[config.mk]
export PLATFORM = sky130hd
export DESIGN_NAME = load_store_unit
export DESIGN_NICKNAME = d
export VERILOG_FILES = /design/src/rtl/load_store_unit.sv
export SDC_FILE = /design/constraint.sdc
export NUM_CORES = 1
export LEC_CHECK = 0
export BUFFER_PORTS_ARGS = -buffer_cell sky130_fd_sc_hd__buf_2
export CORE_ASPECT_RATIO = 1.25
export CORE_MARGIN = 2
export CORE_UTILIZATION = 54
export CTS_CLUSTER_SIZE = 14
export DETAILED_ROUTE_END_ITERATION = 6
export PLACE_DENSITY = 0.88
export SLEW_MARGIN = 20
export SYNTH_ARGS = -nofsm -noshare
export SYNTH_HDL_FRONTEND = slang
export SYNTH_SLANG_ARGS = --single-unit
[constraint.sdc]
create_clock -name clk -period 3.3 [get_ports clk]
set_input_delay 0.495 -clock clk [delete_from_list [all_inputs] [get_ports clk]]
set_output_delay 0.495 -clock clk [all_outputs]
set_load 0.05 [all_outputs]
[src/rtl/load_store_unit.sv]
// Load/store unit: bridges core load/store requests onto a word-wide request/ack memory bus.
// Define MISALIGN_CHECK_EN to reject misaligned halfword/word accesses instead of masking them.
module load_store_unit #(
  parameter int unsigned TIMEOUT_CYC = 255
) (
  input  logic        clk,
  input  logic        reset,
  input  logic        mem_read,
  input  logic        mem_write,
  input  logic [2:0]  func3,
  input  logic [31:0] address,
  input  logic [31:0] write_data,
  output logic        stall,
  output logic [31:0] load_data,
  output logic        load_valid,
  output logic        bus_err,
  output logic        bus_req,
  output logic        bus_we,
  output logic [31:0] bus_addr,
  output logic [31:0] bus_wdata,
  output logic [3:0]  bus_be,
  input  logic        bus_ack,
  input  logic [31:0] bus_rdata
);

  typedef enum logic [1:0] {StIdle, StReq, StDone} state_e;
  typedef enum logic [1:0] {SzByte, SzHalf, SzWord} size_e;

  localparam logic [15:0] TimeoutLast = 16'(TIMEOUT_CYC - 1);

  state_e      state_q, state_d;
  logic [31:0] bus_addr_q, bus_addr_d;
  logic [31:0] bus_wdata_q, bus_wdata_d;
  logic [3:0]  bus_be_q, bus_be_d;
  logic        bus_we_q, bus_we_d;
  size_e       size_q, size_d;
  logic        unsigned_q, unsigned_d;
  logic [1:0]  offset_q, offset_d;
  logic        err_q, err_d;
  logic [15:0] cnt_q, cnt_d;
  logic [31:0] load_data_q, load_data_d;

  logic        req_valid;
  size_e       req_size;
  logic [1:0]  req_off;
  logic [3:0]  req_be;
  logic [31:0] req_wdata;
  logic        misalign_stop;
  logic [31:0] lane_shifted;
  logic [31:0] load_fmt;

  // Request decode; invalid func3 codes fall through to a word access.
  always_comb begin
    req_valid = mem_read | mem_write;
    case (func3)
      3'b000, 3'b100: req_size = SzByte;
      3'b001, 3'b101: req_size = SzHalf;
      default:        req_size = SzWord;
    endcase

    req_off   = address[1:0];
    req_be    = 4'b1111;
    req_wdata = write_data;
    case (req_size)
      SzByte: begin
        req_be    = 4'b0001 << address[1:0];
        req_wdata = {4{write_data[7:0]}};
      end
      SzHalf: begin
        req_off   = {address[1], 1'b0};
        req_be    = 4'b0011 << {address[1], 1'b0};
        req_wdata = {2{write_data[15:0]}};
      end
      default: begin
        req_off = 2'b00;
      end
    endcase
    // Loads always fetch the whole word and pick the lane on return.
    if (!mem_write) begin
      req_be = 4'b1111;
    end
  end

`ifdef MISALIGN_CHECK_EN
  assign misalign_stop = ((req_size == SzHalf) && address[0]) ||
                         ((req_size == SzWord) && (address[1:0] != 2'b00));
`else
  assign misalign_stop = 1'b0;
`endif

  // Returned-data lane select and extension.
  always_comb begin
    lane_shifted = bus_rdata >> {offset_q, 3'b000};
    case (size_q)
      SzByte: begin
        load_fmt = unsigned_q ? {24'b0, lane_shifted[7:0]}
                              : {{24{lane_shifted[7]}}, lane_shifted[7:0]};
      end
      SzHalf: begin
        load_fmt = unsigned_q ? {16'b0, lane_shifted[15:0]}
                              : {{16{lane_shifted[15]}}, lane_shifted[15:0]};
      end
      default: begin
        load_fmt = bus_rdata;
      end
    endcase
  end

  always_comb begin
    state_d     = state_q;
    bus_addr_d  = bus_addr_q;
    bus_wdata_d = bus_wdata_q;
    bus_be_d    = bus_be_q;
    bus_we_d    = bus_we_q;
    size_d      = size_q;
    unsigned_d  = unsigned_q;
    offset_d    = offset_q;
    err_d       = err_q;
    cnt_d       = cnt_q;
    load_data_d = load_data_q;
    stall       = 1'b0;

    case (state_q)
      StIdle: begin
        // Gated by reset so a held request cannot stall the core during reset.
        if (req_valid && reset) begin
          stall       = 1'b1;
          bus_addr_d  = {address[31:2], 2'b00};
          bus_wdata_d = req_wdata;
          bus_be_d    = req_be;
          bus_we_d    = mem_write;
          size_d      = req_size;
          unsigned_d  = func3[2];
          offset_d    = req_off;
          cnt_d       = 16'd0;
          if (misalign_stop) begin
            err_d   = 1'b1;
            state_d = StDone;
          end else begin
            err_d   = 1'b0;
            state_d = StReq;
          end
        end
      end
      StReq: begin
        stall = 1'b1;
        if (bus_ack) begin
          state_d = StDone;
          if (!bus_we_q) begin
            load_data_d = load_fmt;
          end
        end else if (cnt_q == TimeoutLast) begin
          err_d   = 1'b1;
          state_d = StDone;
        end else begin
          cnt_d = cnt_q + 16'd1;
        end
      end
      StDone: begin
        state_d = StIdle;
      end
      default: begin
        state_d = StIdle;
      end
    endcase
  end

  always_ff @(posedge clk or negedge reset) begin
    if (!reset) begin
      state_q     <= StIdle;
      bus_addr_q  <= '0;
      bus_wdata_q <= '0;
      bus_be_q    <= '0;
      bus_we_q    <= 1'b0;
      size_q      <= SzWord;
      unsigned_q  <= 1'b0;
      offset_q    <= 2'b00;
      err_q       <= 1'b0;
      cnt_q       <= '0;
      load_data_q <= '0;
    end else begin
      state_q     <= state_d;
      bus_addr_q  <= bus_addr_d;
      bus_wdata_q <= bus_wdata_d;
      bus_be_q    <= bus_be_d;
      bus_we_q    <= bus_we_d;
      size_q      <= size_d;
      unsigned_q  <= unsigned_d;
      offset_q    <= offset_d;
      err_q       <= err_d;
      cnt_q       <= cnt_d;
      load_data_q <= load_data_d;
    end
  end

  assign bus_req    = (state_q == StReq);
  assign bus_we     = bus_we_q;
  assign bus_addr   = bus_addr_q;
  assign bus_wdata  = bus_wdata_q;
  assign bus_be     = bus_be_q;
  assign load_data  = load_data_q;
  assign load_valid = (state_q == StDone) && !bus_we_q && !err_q;
  assign bus_err    = (state_q == StDone) && err_q;

endmodule

; After elaboration in Yosys (flattened, before gate mapping)
; Cells that the tools add are included.
; W data, S select, Z words.
[word_totals]
ff_bits = 123
input_bits = 104
elab_cells = 70
[op_classes]
add_sub_neg = 1
n_eq_ne = 13
shift = 3
mux = 22
bitwise = 2
reduce_logical = 18
[op_table]
columns = op, count
row1 = $pmux W32 S2, 2
row2 = $mux W32, 2
row3 = $mux W16, 3
row4 = $pmux W16 S2, 1
row5 = $shr A32 B5 Y16, 1
row6 = $add A16 B1 Y16 const B, 1
row7 = $eq A16 B8 Y1 const B, 1
row8 = $pmux W2 S2, 3
row9 = $pmux W4 S2, 1
row10 = $reduce_and A4 Y1, 2
row11 = $eq A2 B1 Y1 const B, 3
row12 = $eq A3 B3 Y1 const B, 2
row13 = $logic_not A2 Y1, 3
row14 = $mux W2, 3
row15 = $ne A2 B2 Y1 const B, 3
row16 = $logic_and A1 B1 Y1, 4
row17 = $mux W1, 4
row18 = $mux W4, 1
row19 = $pmux W1 S2, 2
row20 = $reduce_and A2 Y1, 2
row21 = $reduce_or A2 Y1, 2
row22 = $shl A1 B2 Y4 const A, 1
row23 = $shl A2 B2 Y4 const A, 1
row24 = $eq A3 B1 Y1 const B, 1
row25 = 9 further kinds, 10

; Depth between registers and ports, before layout
[depth]
ltp_word = 6
ltp_mapped = 6

; Worst setup path before layout
; No wires, ideal clock.
[synth_path]
kind = reg-to-output
start = register bus_we_q (netlist: bus_we)
end = output port load_valid
arrival_ps = 2296
path_slack_ps = 509
path_stages_with_launch = 2
path_buffers = 0
path_cell_list = dfrtp_1 > nor4b_1
[synth_between]
elab_chain_len = 3
[synth_lines]
columns = item, line_no
row1 = from (decl), 35  ; logic bus_we_q, bus_we_d;
row2 = from (signal assigned), 186  ; bus_we_q <= bus_we_d;
row3 = $logic_not A1 Y1, 202  ; assign load_valid = (state_q == StDone) && !bus_we_q && !err_q;
row4 = $logic_and A1 B1 Y1 (2 in series), 202
row5 = to (decl), 15  ; output logic load_valid,
; No other way between the ends.

; Worst setup path after layout
[layout_path]
start = register offset_q[1]
end = register load_data_q[15] (netlist: load_data[15])
[layout_between]
elab_chain_len = 3
word_cells_on_any_way = 4
[layout_lines]
columns = item, line_no
row1 = from (decl), 38  ; logic [1:0] offset_q, offset_d;
row2 = from (signal assigned), 189  ; offset_q <= offset_d;
row3 = $shr A32 B5 Y16 (*), 93  ; lane_shifted = bus_rdata >> {offset_q, 3'b000};
row4 = "$mux W32, on equally long branches", "100, 96"
row5 = $pmux W32 S2 (*), 94  ; case (size_q)
row6 = to (signal assigned), 192  ; load_data_q <= load_data_d;
row7 = to (decl), 41  ; logic [31:0] load_data_q, load_data_d;
; Every way passes the cells marked *; elsewhere a longest branch is shown, timed or not.
; A chain may end at the register's enable or synchronous reset.

==> key figures <==
Run status
  – Status: completed

Clock tree
  – Clk slew on worst S/H paths: 0.06 ns
  – CTS tree: yes
  – Setup bufs post-CTS: 0
  – Root Driver: clkbuf_16
  – CTS Sinks: 123
  – TritonCTS Buffers: 17
  – H-Tree Level Count: 4
  – Hold_buf cts: 0
  – Post_cts resized: 0
  – Skew-Pair Late Insertion Delay: 0.41 ns
  – Longest Clk Path Bufs: 2

Global route
  – Vias in the first global route: between 5,000 and 6,000
  – Tot GR Track Use: 27.9%
  – Largest net degree at the start of global routing: 78
  – Gr ovfl total: 0
  – Initial antenna violation count: 1
  – First-pass GRT wire length: approximately 25 mm

Floorplanning
  – Die Y: 120 um
  – Cell Rows: 42
  – Die area: between 10,000 and 15,000 sq um
  – Initial core utilization: 55.0%
  – Die width: 96.5 um
  – Num ports: 209
  – Core Footprint: 10,500 sq um

Power and ir drop
  – Final Total Pwr: 8.69 mW
  – Leakage: 3.94 nW
  – Max VDD drop: 752 uV
  – Switching Fraction: 49.8%
  – Clock share of power: 22.7%
  – NetSw: 4.33 mW
  – Pwr per Cell Area: 1160 nW/um^2
  – Fraction of power consumed by sequential logic: between 20% and 30%
  – Int Pwr: about 4.4 mW
  – Share of power burned in combinational logic: 47.3%

Timing
  – Slew HR: 36.2%
  – Post-route setup TNS: 0 ns
  – Max-slew violations: 0
  – Tmin final: 2.27 ns
  – Final period utilization: between 60% and 70%
  – RSZ-0062 raised after global routing: no
  – Final worst slack: 1.03 ns
  – Least-Margin Pin Slew: 0.957 ns
  – # setup viols final: 0
  – Fmax: 0.440 GHz
  – Endpoints failing hold: 0
  – Clock skew: 0.00558 ns

Critical path
  – CP Cell Sequence: mux4_2 > a21oi_1 > a21oi_1
  – CP startpoint kind: register
  – Max incr delay on CP: a little over 0.7 ns
  – Worst endpoint required time: 3.54 ns
  – Slowest CP cell: dfrtp_1
  – Crit Path Max Fanout: 13
  – Reg2reg end: load_data[15]$_DFFE_PN0P_
  – Stages on worst setup path: 3
  – Worst setup path class: register to register
  – R2R setup slack: 1.03 ns
  – CP top delay family: compound AO/OA/AOI/OAI gates
  – Critical path buffers and inverters: 0
  – Critical Path Start: offset_q[1]$_DFFE_PN0P_
  – Arr. time, crit path: approximately 2.5 ns
  – FF-to-FF Start: offset_q[1]$_DFFE_PN0P_
  – CP Capture Type: register
  – Critical Path Most Common Cell: a21oi_1
  – CP Capture Point: load_data[15]$_DFFE_PN0P_
  – FF-to-FF path depth: 3

Yosys
  – Synthesized flop and latch total: about 120
  – Seq/Total Area, Yosys: a little over half
  – Yosys warning count: 0
  – Cell variety after synth: 49
  – Post-synthesis cell count: 649
  – Synth top area cells: dfrtp_1, nand2_1, mux2i_1
  – Prevailing post-synth register cell: dfrtp_1
  – Yosys top cell by area: dfrtp_1
  – Asr flop ratio synth: 100%
  – EDFF count, synth: 0
  – Syn avg cell area: 8.90 sq um
  – Synthesized area: 5780 sq um
  – Post-synth top area share: 52.8%

Place
  – PortBufs: 206
  – Pre-CTS WS: 1.11 ns
  – GPL Wtd Cong: around 0.84
  – HPWL after DPL: 10.9 mm

Drt
  – DR iter-0 viols: 416
  – # DRC: 0
  – Vias: approximately 5,400
  – First drt pass iteration count: 4
  – Via density: 5.45
  – Wirelength, routed: 15.5 mm
  – WL per Instance: 15.7 um
  – Antenna viol nets, final: 0

Layout
  – Most common cell after layout, fill and taps aside: buf_2
  – Nets: approximately 950
  – Most frequent cells in the layout: buf_2, nand2_1, dfrtp_1, o21ai_0, nor2_1
  – Share of cells above drive strength 1: around 30%
  – Area growth syn-to-layout: 29.9%

Job
  – Max cap viols: 0

Hold path
  – Min-Delay Path Class: input port to async pin
==> how the worst min path moves through the flow <==
stage	cells past startpoint	endpoint	startpoint	slack, ns
finish	2	bus_addr[29]$_DFFE_PN0P_	reset	0.20
global route	2	bus_addr[28]$_DFFE_PN0P_	reset	0.24
CTS	2	state_q[1]$_DFFE_PN0P_	reset	0.21
detailed placement	2	bus_addr[13]$_DFFE_PN0P_	bus_addr[13]$_DFFE_PN0P_	0.46
global placement	2	bus_addr[27]$_DFFE_PN0P_	bus_addr[27]$_DFFE_PN0P_	0.45
floorplan	0	bus_addr[10]$_DFFE_PN0P_	reset	0.20
==> power by group through the flow <==
| stage | sequential [mW] | clock (mW) | combinational [mW] |
|---|---|---|---|
| after floorplan | 4.46 | 0 | 1.21 |
| after global placement | 2.58 | 0 | 4.04 |
| after detailed placement | 2.60 | 0 | 4.12 |
| after CTS | 2.59 | 2.00 | 4.14 |
| after global routing | 2.69 | 2.08 | 4.40 |
| final | 2.60 | 1.98 | 4.11 |
==> cell families after synthesis <==
group | synth area share [%]
other | 0.0649
AOI/OAI and AO/OA | 10.2
adders and majority gates | 0.433
buffers and inverters | 3.29
and+or+nand+nor | 25.4
DFF | 53.3
muxes | 7.32
==> per-layer routing <==
metal / up-vias / global-route usage, % / part of all wire, %
met5: - / 0 / 0
met4: 0 / 11.6 / 2.8
met2: 257 / 45.3 / 49
met3: 35 / 7.91 / 8.9
li1: 2585 / - / -
met1: 2501 / 34.6 / 39
==> state kept, by name (all words and copies together), names as in the netlist <==
signal,flops
bus_wdata,32
state_q,2
size_q,2
bus_addr,30
load_data,32
offset_q,2
cnt_q,16
unsigned_q,1
err_q,1
bus_we,1
bus_be,4
==> worst register-to-register path, delay by kind of cell (launching register included) <==
kind	cells	cell delay [ns]
compound gates	2	0.78
mux	1	0.61
flops	1	0.72
==> synth_stat cells (2+ instances only) <==
library cell,n
nand2_1,200
dfrtp_1,122
o21ai_0,44
nor2_1,43
mux2i_1,40
nand3_1,39
clkbuf_1,24
a21oi_1,23
a31oi_1,10
and2_1,9
nand2b_1,9
o31ai_1,9
buf_2,8
buf_1,7
inv_1,5
or3_1,5
nand4_1,4
nor3_1,4
and3_1,3
o211ai_1,3
o21ai_1,3
a41oi_1,2
and3b_1,2
buf_4,2
ha_1,2
nor2b_1,2
o2111ai_1,2
or4_1,2
==> stage by stage <==
stage / area (sq um) / cells / utilization, % / hold WS (ns)
detailed placement: 6870 / 954 / 65.4 / 0.458
CTS: 7500 / 986 / 71.4 / 0.213
floorplan: 5780 / 650 / - / 0.199
global route: 7500 / 986 / 71.4 / 0.241
global placement: 6870 / 954 / 65.4 / 0.453
finish: 7510 / 987 / 71.4 / 0.195
==> area by class of cell <==
class / instances / area, sq um
clock inverter: 14 / 194
multi-input combinational: 481 / 2520
inverter: 5 / 18.8
tap: 132 / 165
sequential: 123 / 3080
fill: 829 / 3000
clock buffer: 18 / 439
antenna: 1 / 2.50
timing repair buffer: 213 / 1090
No activity file was read; power rests on OpenSTA's default activity.
